$ cat config.mk
export PLATFORM = sky130hd
export DESIGN_NAME = vga_timing_generator
export DESIGN_NICKNAME = d
export VERILOG_FILES = /design/src/rtl/vga_timing_pkg.sv /design/src/rtl/sync_delay_line.sv /design/src/rtl/vga_timing_generator.sv
export SDC_FILE = /design/constraint.sdc
export NUM_CORES = 1
export LEC_CHECK = 0
export ABC_AREA = 1
export ABC_CLOCK_PERIOD_IN_PS = 3500
export BUFFER_PORTS_ARGS = -buffer_cell sky130_fd_sc_hd__buf_2
export CORE_MARGIN = 2
export CORE_UTILIZATION = 58
export DETAILED_ROUTE_END_ITERATION = 10
export PLACE_DENSITY_LB_ADDON = 0.12
export SETUP_SLACK_MARGIN = 0.1
export SYNTH_ARGS = -nofsm -noshare
export SYNTH_HDL_FRONTEND = slang
export SYNTH_HIERARCHICAL = 1
export SYNTH_SLANG_ARGS = --single-unit
$ cat constraint.sdc
create_clock -name clk -period 3.5 [get_ports clk]
set_clock_uncertainty 0.1 [all_clocks]
set_input_delay 0 -clock clk [delete_from_list [all_inputs] [get_ports clk]]
set_output_delay 0 -clock clk [all_outputs]
set_load 0.02 [all_outputs]
$ cat src/rtl/vga_timing_pkg.sv
// ============================================================================
//  Module      : vga_timing_pkg
//  Description : Default 640x480@60 timing constants, control-flag struct and
//                colour-expansion values shared by the VGA timing path.
//  Revision    : 1.0 - initial release
// ============================================================================
`default_nettype none

package vga_timing_pkg;

    localparam int c_H_VISIBLE_DEF  = 640;
    localparam int c_H_FRONT_DEF    = 16;
    localparam int c_H_SYNC_DEF     = 96;
    localparam int c_H_BACK_DEF     = 48;
    localparam int c_V_VISIBLE_DEF  = 480;
    localparam int c_V_FRONT_DEF    = 10;
    localparam int c_V_SYNC_DEF     = 2;
    localparam int c_V_BACK_DEF     = 33;
    localparam int c_PIPE_DELAY_DEF = 2;

    localparam int c_H_TOTAL_DEF = c_H_VISIBLE_DEF + c_H_FRONT_DEF + c_H_SYNC_DEF + c_H_BACK_DEF;
    localparam int c_V_TOTAL_DEF = c_V_VISIBLE_DEF + c_V_FRONT_DEF + c_V_SYNC_DEF + c_V_BACK_DEF;

    localparam int c_CNT_W = 10;

    localparam logic [1:0] c_COLOUR_WHITE = 2'b11;
    localparam logic [1:0] c_COLOUR_BLACK = 2'b00;

    // Per-pixel control flags that travel alongside the frame-buffer latency.
    typedef struct packed {
        logic de;
        logic hs_n;
        logic vs_n;
    } sync_flags_t;

    localparam sync_flags_t c_FLAGS_IDLE = '{de: 1'b0, hs_n: 1'b1, vs_n: 1'b1};

endpackage

`default_nettype wire

$ cat src/rtl/sync_delay_line.sv
// ============================================================================
//  Module      : sync_delay_line
//  Description : WIDTH x DEPTH shift register with a reset fill value;
//                DEPTH = 0 is a straight wire.
//  Revision    : 1.0 - initial release
// ============================================================================
`default_nettype none

module sync_delay_line #(
    parameter int WIDTH = 3,
    parameter int DEPTH = 2
) (
    input  logic             clk,
    input  logic             reset,
    input  logic [WIDTH-1:0] rst_val_i,
    input  logic [WIDTH-1:0] d_i,
    output logic [WIDTH-1:0] q_o
);

    generate
        if (DEPTH == 0) begin : g_bypass
            logic w_unused_bypass;
            assign w_unused_bypass = &{1'b0, clk, reset, rst_val_i};
            assign q_o = d_i;
        end else begin : g_stages
            logic [WIDTH-1:0] stage_q [DEPTH];

            always_ff @(posedge clk) begin
                if (!reset) begin
                    for (int i = 0; i < DEPTH; i++) begin
                        stage_q[i] <= rst_val_i;
                    end
                end else begin
                    stage_q[0] <= d_i;
                    for (int i = 1; i < DEPTH; i++) begin
                        stage_q[i] <= stage_q[i-1];
                    end
                end
            end

            assign q_o = stage_q[DEPTH-1];
        end
    endgenerate

endmodule

`default_nettype wire

$ cat src/rtl/vga_timing_generator.sv
// ============================================================================
//  Module      : vga_timing_generator
//  Description : VGA raster counters, latency-matched sync/RGB pin drive and
//                vblank / frame_start indications for the game logic.
//  Revision    : 1.0 - initial release
// ============================================================================
`default_nettype none

module vga_timing_generator
    import vga_timing_pkg::*;
#(
    parameter int H_VISIBLE  = c_H_VISIBLE_DEF,
    parameter int H_FRONT    = c_H_FRONT_DEF,
    parameter int H_SYNC     = c_H_SYNC_DEF,
    parameter int H_BACK     = c_H_BACK_DEF,
    parameter int V_VISIBLE  = c_V_VISIBLE_DEF,
    parameter int V_FRONT    = c_V_FRONT_DEF,
    parameter int V_SYNC     = c_V_SYNC_DEF,
    parameter int V_BACK     = c_V_BACK_DEF,
    parameter int PIPE_DELAY = c_PIPE_DELAY_DEF
) (
    input  logic               clk,
    input  logic               reset,
    input  logic               colour,
    output logic [c_CNT_W-1:0] counter_H,
    output logic [c_CNT_W-1:0] counter_V,
    output logic               hsync,
    output logic               vsync,
    output logic [1:0]         red,
    output logic [1:0]         green,
    output logic [1:0]         blue,
    output logic               vblank,
    output logic               frame_start
);

    localparam logic [c_CNT_W-1:0] c_H_LAST     = c_CNT_W'(H_VISIBLE + H_FRONT + H_SYNC + H_BACK - 1);
    localparam logic [c_CNT_W-1:0] c_V_LAST     = c_CNT_W'(V_VISIBLE + V_FRONT + V_SYNC + V_BACK - 1);
    localparam logic [c_CNT_W-1:0] c_H_VIS      = c_CNT_W'(H_VISIBLE);
    localparam logic [c_CNT_W-1:0] c_V_VIS      = c_CNT_W'(V_VISIBLE);
    localparam logic [c_CNT_W-1:0] c_HS_FIRST   = c_CNT_W'(H_VISIBLE + H_FRONT);
    localparam logic [c_CNT_W-1:0] c_HS_LAST    = c_CNT_W'(H_VISIBLE + H_FRONT + H_SYNC - 1);
    localparam logic [c_CNT_W-1:0] c_VS_FIRST   = c_CNT_W'(V_VISIBLE + V_FRONT);
    localparam logic [c_CNT_W-1:0] c_VS_LAST    = c_CNT_W'(V_VISIBLE + V_FRONT + V_SYNC - 1);

    logic [c_CNT_W-1:0] counter_H_q, counter_H_d;
    logic [c_CNT_W-1:0] counter_V_q, counter_V_d;
    logic               hsync_q, vsync_q;
    logic [1:0]         pix_q, pix_d;
    logic               frame_start_q, frame_start_d;

    sync_flags_t        w_flags;
    sync_flags_t        w_flags_dly;

    always_comb begin
        counter_H_d = counter_H_q + 1'b1;
        counter_V_d = counter_V_q;
        if (counter_H_q == c_H_LAST) begin
            counter_H_d = '0;
            counter_V_d = (counter_V_q == c_V_LAST) ? '0 : counter_V_q + 1'b1;
        end
    end

    always_comb begin
        w_flags.de   = (counter_H_q < c_H_VIS) && (counter_V_q < c_V_VIS);
        w_flags.hs_n = !((counter_H_q >= c_HS_FIRST) && (counter_H_q <= c_HS_LAST));
        w_flags.vs_n = !((counter_V_q >= c_VS_FIRST) && (counter_V_q <= c_VS_LAST));
    end

    // Flags wait here while the frame buffer fetches the matching pixel.
    sync_delay_line #(
        .WIDTH ($bits(sync_flags_t)),
        .DEPTH (PIPE_DELAY)
    ) u_sync_delay_line (
        .clk       (clk),
        .reset     (reset),
        .rst_val_i (c_FLAGS_IDLE),
        .d_i       (w_flags),
        .q_o       (w_flags_dly)
    );

    always_comb begin
        pix_d = c_COLOUR_BLACK;
        if (w_flags_dly.de && colour) begin
            pix_d = c_COLOUR_WHITE;
        end
        frame_start_d = (counter_H_d == '0) && (counter_V_d == c_V_VIS);
    end

    always_ff @(posedge clk) begin
        if (!reset) begin
            counter_H_q   <= '0;
            counter_V_q   <= '0;
            hsync_q       <= 1'b1;
            vsync_q       <= 1'b1;
            pix_q         <= c_COLOUR_BLACK;
            frame_start_q <= 1'b0;
        end else begin
            counter_H_q   <= counter_H_d;
            counter_V_q   <= counter_V_d;
            hsync_q       <= w_flags_dly.hs_n;
            vsync_q       <= w_flags_dly.vs_n;
            pix_q         <= pix_d;
            frame_start_q <= frame_start_d;
        end
    end

    assign counter_H   = counter_H_q;
    assign counter_V   = counter_V_q;
    assign hsync       = hsync_q;
    assign vsync       = vsync_q;
    assign red         = pix_q;
    assign green       = pix_q;
    assign blue        = pix_q;
    // Taken from the live counters so game logic sees blanking ahead of the pins.
    assign vblank      = (counter_V_q >= c_V_VIS);
    assign frame_start = frame_start_q;

endmodule

`default_nettype wire

==> run_results.csv, run 1 <==
group,metric,value,unit
pwr,pwr-share-clk,35.9,%
layout,n_antenna_cell,0,
grt,grt_pass1_wl,5.83,mm
route,dr.first_iter.drc_count,123,
yosys,synth-async-reset-ratio,0,%
grt,grt_max_degree,19,
clocking,clk_pin_slew,0.10,ns
worst_setup_path,cp-start-kind,"register",
placement,io_buffer_count,32,
route,drt_wl_total,3.68,mm
floorplan,dieHeight,57.5,um
clocking,cts_buffer_depth,2,
placement,place_congestion,0.921,
yosys,yosysTopAreaCell,"dfxtp_1",
layout,drive_above_1_share,19.4,%
route,wl_per_cell,11.3,um
grt,grt_pass1_vias,1310,
pwr,switching_share,25.7,%
timing,period_share,57.3,%
route,vias_per_cell,4.95,
yosys,ys_seq_area_share,36.1,%
yosys,yosys-top-cells-count,"nand2_1 (77), nor2_1 (37), inv_1 (31)",
yosys,synth_top_area_share,36.1,%
yosys,synth.distinct_cells,27,
worst_hold_path,hold_class,"input port to register",
pwr,p_leak,0.965,nW
pwr,totalPowerFinal,0.623,mW
yosys,ys_warn_count,6,
timing,rsz0062_at_grt,"false",
job,maxCapViolCount,0,
floorplan,initial_utilization,60.8,%
pwr,p_comb_share,6.6,%
worst_setup_path,required,3.65,ns
route,first_pass_iters,4,
timing,clock.fmax,0.498,GHz
yosys,synth_edf_count,0,
worst_setup_path,path_class,"register to register",
worst_setup_path,crit_path_max_fanout,7,
clocking,cts.sinks,30,
yosys,postSynthAreaPerCell,6.40,um2
timing,timing.slew.headroom,66.2,%
worst_setup_path,critPathArrivalTime,2.15,ns
yosys,synth.area.top_cells,"dfxtp_1 (36%), nand2_1 (17%), nor2_1 (8.4%)",
grt,grt-ovfl-total,0,
clocking,h-tree-depth,2,
route,drcViolationCount,0,
timing,finalSetupViolCount,0,
pwr,sequentialPowerShare,57.4,%
layout,fin_util,69.0,%
pwr,intPower,0.463,mW
yosys,synth_cells,260,
timing,tns,0,ns
clocking,ctsResizeCount,0,
yosys,synth-main-ff-cell,"dfxtp_1",
grt,grt_antenna_before_repair,0,
floorplan,ios,33,
layout,fin_nets,301,
floorplan,dieWidth,57.5,um
pwr,p_per_area,330,nW/um2
route,vias,1609,
yosys,syn-cell-area,1660,um2
floorplan,core,2730,um2
yosys,ys_ff_latch,30,
layout,area_delta_synth_final,13.4,%
timing,period_minus_slack,2.01,ns
pwr,irDropWorstVdd,0.000373,V
yosys,synth_most_common_cell,"nand2_1",
route,ant_nets,0,
clocking,clk_latency,0.33,ns
floorplan,dieArea,3310,um2
placement,hpwl,2.81,mm
clocking,cts-root-buf,"clkbuf_4",
timing,hold_violations,0,
worst_setup_path,end_kind,"register",
floorplan,std_cell_rows,19,
grt,grt_use_total,23.3,%
clocking,cts_tree,"built",
timing,slew_violations,0,
timing,tightest_slew,0.504,ns
clocking,cts_buffers,5,
pwr,power.switching,0.160,mW
outcome,status,"finished, final reports clean",
-- layout make-up --
type | count | area, um2
inverters | 39 | 146
repair buffers | 34 | 180
well taps | 31 | 38.8
fillers | 240 | 848
clock buffers | 6 | 51.3
clock inverters | 2 | 12.5
flip-flops and latches | 30 | 601
multi-input cells | 183 | 856
-- stage by stage --
| step | instance area, um2 | setup slack (ns) | hold slack [ns] | cells |
|---|---|---|---|---|
| global route | 1890 | 1.33 | 0.330 | 325 |
| global placement | 1800 | 1.54 | 0.124 | 315 |
| CTS | 1890 | 1.50 | 0.310 | 325 |
| floorplan | 1670 | 1.65 | -0.00655 | 261 |
| finish | 1890 | 1.49 | 0.310 | 325 |
| detailed placement | 1800 | 1.50 | 0.118 | 315 |
-- worst max-delay path, stage by stage, from the launching register on --
cell and delay (ns):
dfxtp_1 0.41, ha_1 0.26, nand3_1 0.18, nor2_2 0.17, nand2_2 0.14, nor2_1 0.17, nand2_1 0.07, a21oi_1 0.24
nor2_1 0.07, nand3_1 0.08, nor2_1 0.04
-- kinds of logic (layout without fill, tap and decap cells) --
group,count (synthesis),count (layout),share of synthesized area (%)
other cells,2,3,0.452
flops,30,30,36.1
xor+xnor,2,2,1.05
buf+inv,48,81,12.6
compound gates,15,15,4.89
simple gates,158,158,41.1
fa+ha+maj,5,5,3.76
-- state kept, by name, summed over array words and instances, names as in the netlist --
signal and cells:
blue 1, frame_start 1, counter_V 10, hsync 1, vsync 1, u_sync_delay_line/g_stages.stage_q 6, counter_H 10
-- path summary, 6_finish.rpt --
| path | start | endpoint | cells after the start | slack [ns] |
|---|---|---|---|---|
| min reg2reg | u_sync_delay_line/g_stages.stage_q[0][4] | hsync | 1 | 0.32 |
| max reg2reg | counter_H[0] | frame_start | 10 | 1.49 |
| min | colour | blue[0] | 4 | 0.31 |
| max | counter_H[0] | frame_start | 10 | 1.49 |
-- per-layer routing --
layer	up-vias	share of wire [%]	track usage, %
met2	57	46	37.0
met5	-	0	0
li1	861	-	-
met4	0	2.2	12.0
met3	9	5.6	5.67
met1	682	46	29.2
-- power groups by stage --
stage                     logic [mW]  registers, mW  clock network [mW]
after CTS                     0.0418          0.357               0.228
after detailed placement      0.0400          0.365                   0
after floorplan               0.0278          0.371                   0
final                         0.0413          0.357               0.224
after global routing          0.0458          0.359               0.244
after global placement        0.0398          0.364                   0
-- cell usage in the layout (no fill, tap or decap), types with 2 or more instances in the layout --
cell           netlist  final
o21ai_0              3      3
dlygate4sd3_1        0      2
conb_1               2      3
nor3_1               7      7
nor2_1              37     37
or2_2                3      3
dfxtp_1             30     30
ha_1                 5      5
inv_1               31     31
clkbuf_4             0      5
a21oi_1              8      8
buf_2                0     32
o21ai_1              2      2
nand2_1             77     77
nand3_2              2      2
nand3_1             24     24
inv_2                6      6
nor2_2               3      3
clkinv_1             2      2
-- what timing repair did --
item / in CTS / in global routing
hold buffers: 2 / 0
endpoints found under the hold margin: 11 / 0
setup buffers: 0 / 0
Note: power is estimated with default switching activity, not from simulation.
==> run 2: changes to the inputs <==
- ABC_CLOCK_PERIOD_IN_PS: 3500 -> 1880
- CORE_UTILIZATION: 58 -> 54
- clock period: 3.5 -> 1.88 ns (I/O delays scaled with it)
==> run 2 against run 1 <==
Effect of this change: power rose by 88%; hold slack improved by 0.012 ns; critical path depth unchanged; non-clock buffer count up 10; core utilization increased by 0.86 points; wire length increased by 13%; via count up 4.7%; global-route usage grew 1.2 points; cell area up 10%; sequential power increased by 86%; largest cell class unchanged; largest power group unchanged; highest routed layer unchanged.
==> run_results.csv, run 2 (synthesis gave the netlist of run 1 again) <==
group,metric,value,unit
worst_setup_path,cpMostUsedCell,"nor2_1",
layout,n_antenna_cell,0,
timing,slew_violations,0,
pwr,p_per_area,563,nW/um2
timing,hold_violations,0,
grt,grt_pass1_wl,6.49,mm
worst_setup_path,required,2.02,ns
route,first_pass_iters,4,
job,maxCapViolCount,0,
grt,grt_use_total,24.5,%
clocking,clk_pin_slew,0.11,ns
clocking,cts_buffer_depth,2,
worst_setup_path,cp_num_buf_inv,0,
placement,place_area,1850,um2
route,dr.first_iter.drc_count,96,
layout,layout_commonest_cell,"nand2_1",
timing,finalSetupViolCount,0,
floorplan,std_cell_rows,20,
clocking,cts.sinks,30,
grt,grt_pass1_vias,1476,
floorplan,dieWidth,59.5,um
worst_setup_path,path_cells,"ha_4 > nand3_2 > nor2_4 > nand2_4 > nor2_2 > nand2_1 > a21oi_2 > nor2_1 > nand3_1 > nor2_1",
worst_setup_path,crit_path_max_fanout,7,
route,drcViolationCount,0,
worst_setup_path,crit_family,"simple AND/OR/NAND/NOR gates",
timing,holdWs,0.322,ns
timing,tns,0,ns
worst_setup_path,cpMaxStageDelayCell,"dfxtp_4",
route,vias_per_cell,5.00,
layout,fin_nets,311,
worst_setup_path,cp-start-kind,"register",
route,wl_per_cell,12.4,um
timing,period_minus_slack,1.72,ns
pwr,totalPowerFinal,1.17,mW
outcome,status,"finished, final reports clean",
floorplan,core,2980,um2
clocking,cts_tree,"built",
floorplan,dieArea,3540,um2
worst_setup_path,end_kind,"register",
timing,clock.fmax,0.583,GHz
layout,design_area,2080,um2
clocking,h-tree-depth,2,
timing,rsz0062_at_grt,"true",
worst_setup_path,critPathArrivalTime,1.86,ns
route,vias,1684,
grt,grt_antenna_before_repair,0,
placement,place_congestion,0.933,
grt,grt_max_degree,12,
floorplan,initial_utilization,55.8,%
clocking,cts_buffers,5,
pwr,irDropWorstVdd,0.000343,V
clocking,cts-root-buf,"clkbuf_4",
route,drt_wl_total,4.18,mm
layout,drive_above_1_share,29.6,%
layout,area_delta_synth_final,25.1,%
pwr,p_leak,1.04,nW
grt,grt-ovfl-total,0,
layout,most-common-layout-cells,"nand2_1 (77), buf_2 (32), inv_1 (30), nor2_1 (30), dfxtp_1 (22)",
worst_hold_path,hold_class,"input port to register",
floorplan,dieHeight,59.5,um
placement,io_buffer_count,32,
floorplan,ios,33,
timing,period_share,91.3,%
route,ant_nets,0,
clocking,clk_latency,0.33,ns
worst_setup_path,cp_slowest_stage_delay,0.39,ns
placement,hpwl,3.02,mm
worst_setup_path,path_class,"register to register",
## run 2: cell type report
cell class	count	area [um2]
fill	270	898
sequential	30	623
tap	33	41.3
multi-input combinational	183	950
clock inverter	2	12.5
timing repair buffer	44	255
inverter	39	146
clock buffer	6	51.3
## run 2: stage by stage
stage	utilization [%]	worst slack, ns	std cells
floorplan	-	0.162	261
global placement	62.0	-0.0429	322
detailed placement	62.0	-0.0540	322
CTS	65.8	0.108	332
global route	69.8	0.0544	337
finish	69.8	0.164	337
## run 2: power by group
part | total [mW] | switching [mW] | internal (mW)
Sequential | 0.663 | 0.0127 | 0.651
Clock | 0.424 | 0.245 | 0.180
Combinational | 0.0821 | 0.0519 | 0.0302
## run 2: worst register-to-register path: stages (launching register included)
cell     delay, ns
dfxtp_4       0.39
ha_4          0.17
nand3_2       0.14
nor2_4        0.14
nand2_4       0.11
nor2_2        0.14
nand2_1       0.08
a21oi_2       0.17
nor2_1        0.07
nand3_1       0.09
nor2_1        0.04
## run 2: per-layer routing
layer  track usage [%]  wire, um
met4              9.84        58
met1              32.4      1890
met3              4.59       270
met2              39.2      1960
met5                 0         0
## run 2: path summary, 6_finish.rpt
kind                                                                from     endpoint  slack, ns  cells past startpoint
worst min-delay path                                              colour      blue[0]       0.32                      4
worst min register to register  u_sync_delay_line/g_stages.stage_q[0][3]        vsync       0.32                      1
worst max-delay path                                        counter_H[0]  frame_start       0.16                     10
worst max register to register                              counter_H[0]  frame_start       0.16                     10
## run 2: what timing repair did
item	CTS	global route
setup buffers	0	5
pin swaps	1	4
setup endpoints to repair	2	8
hold endpoints to repair	11	0
hold buffers	2	0
resized for setup	8	25
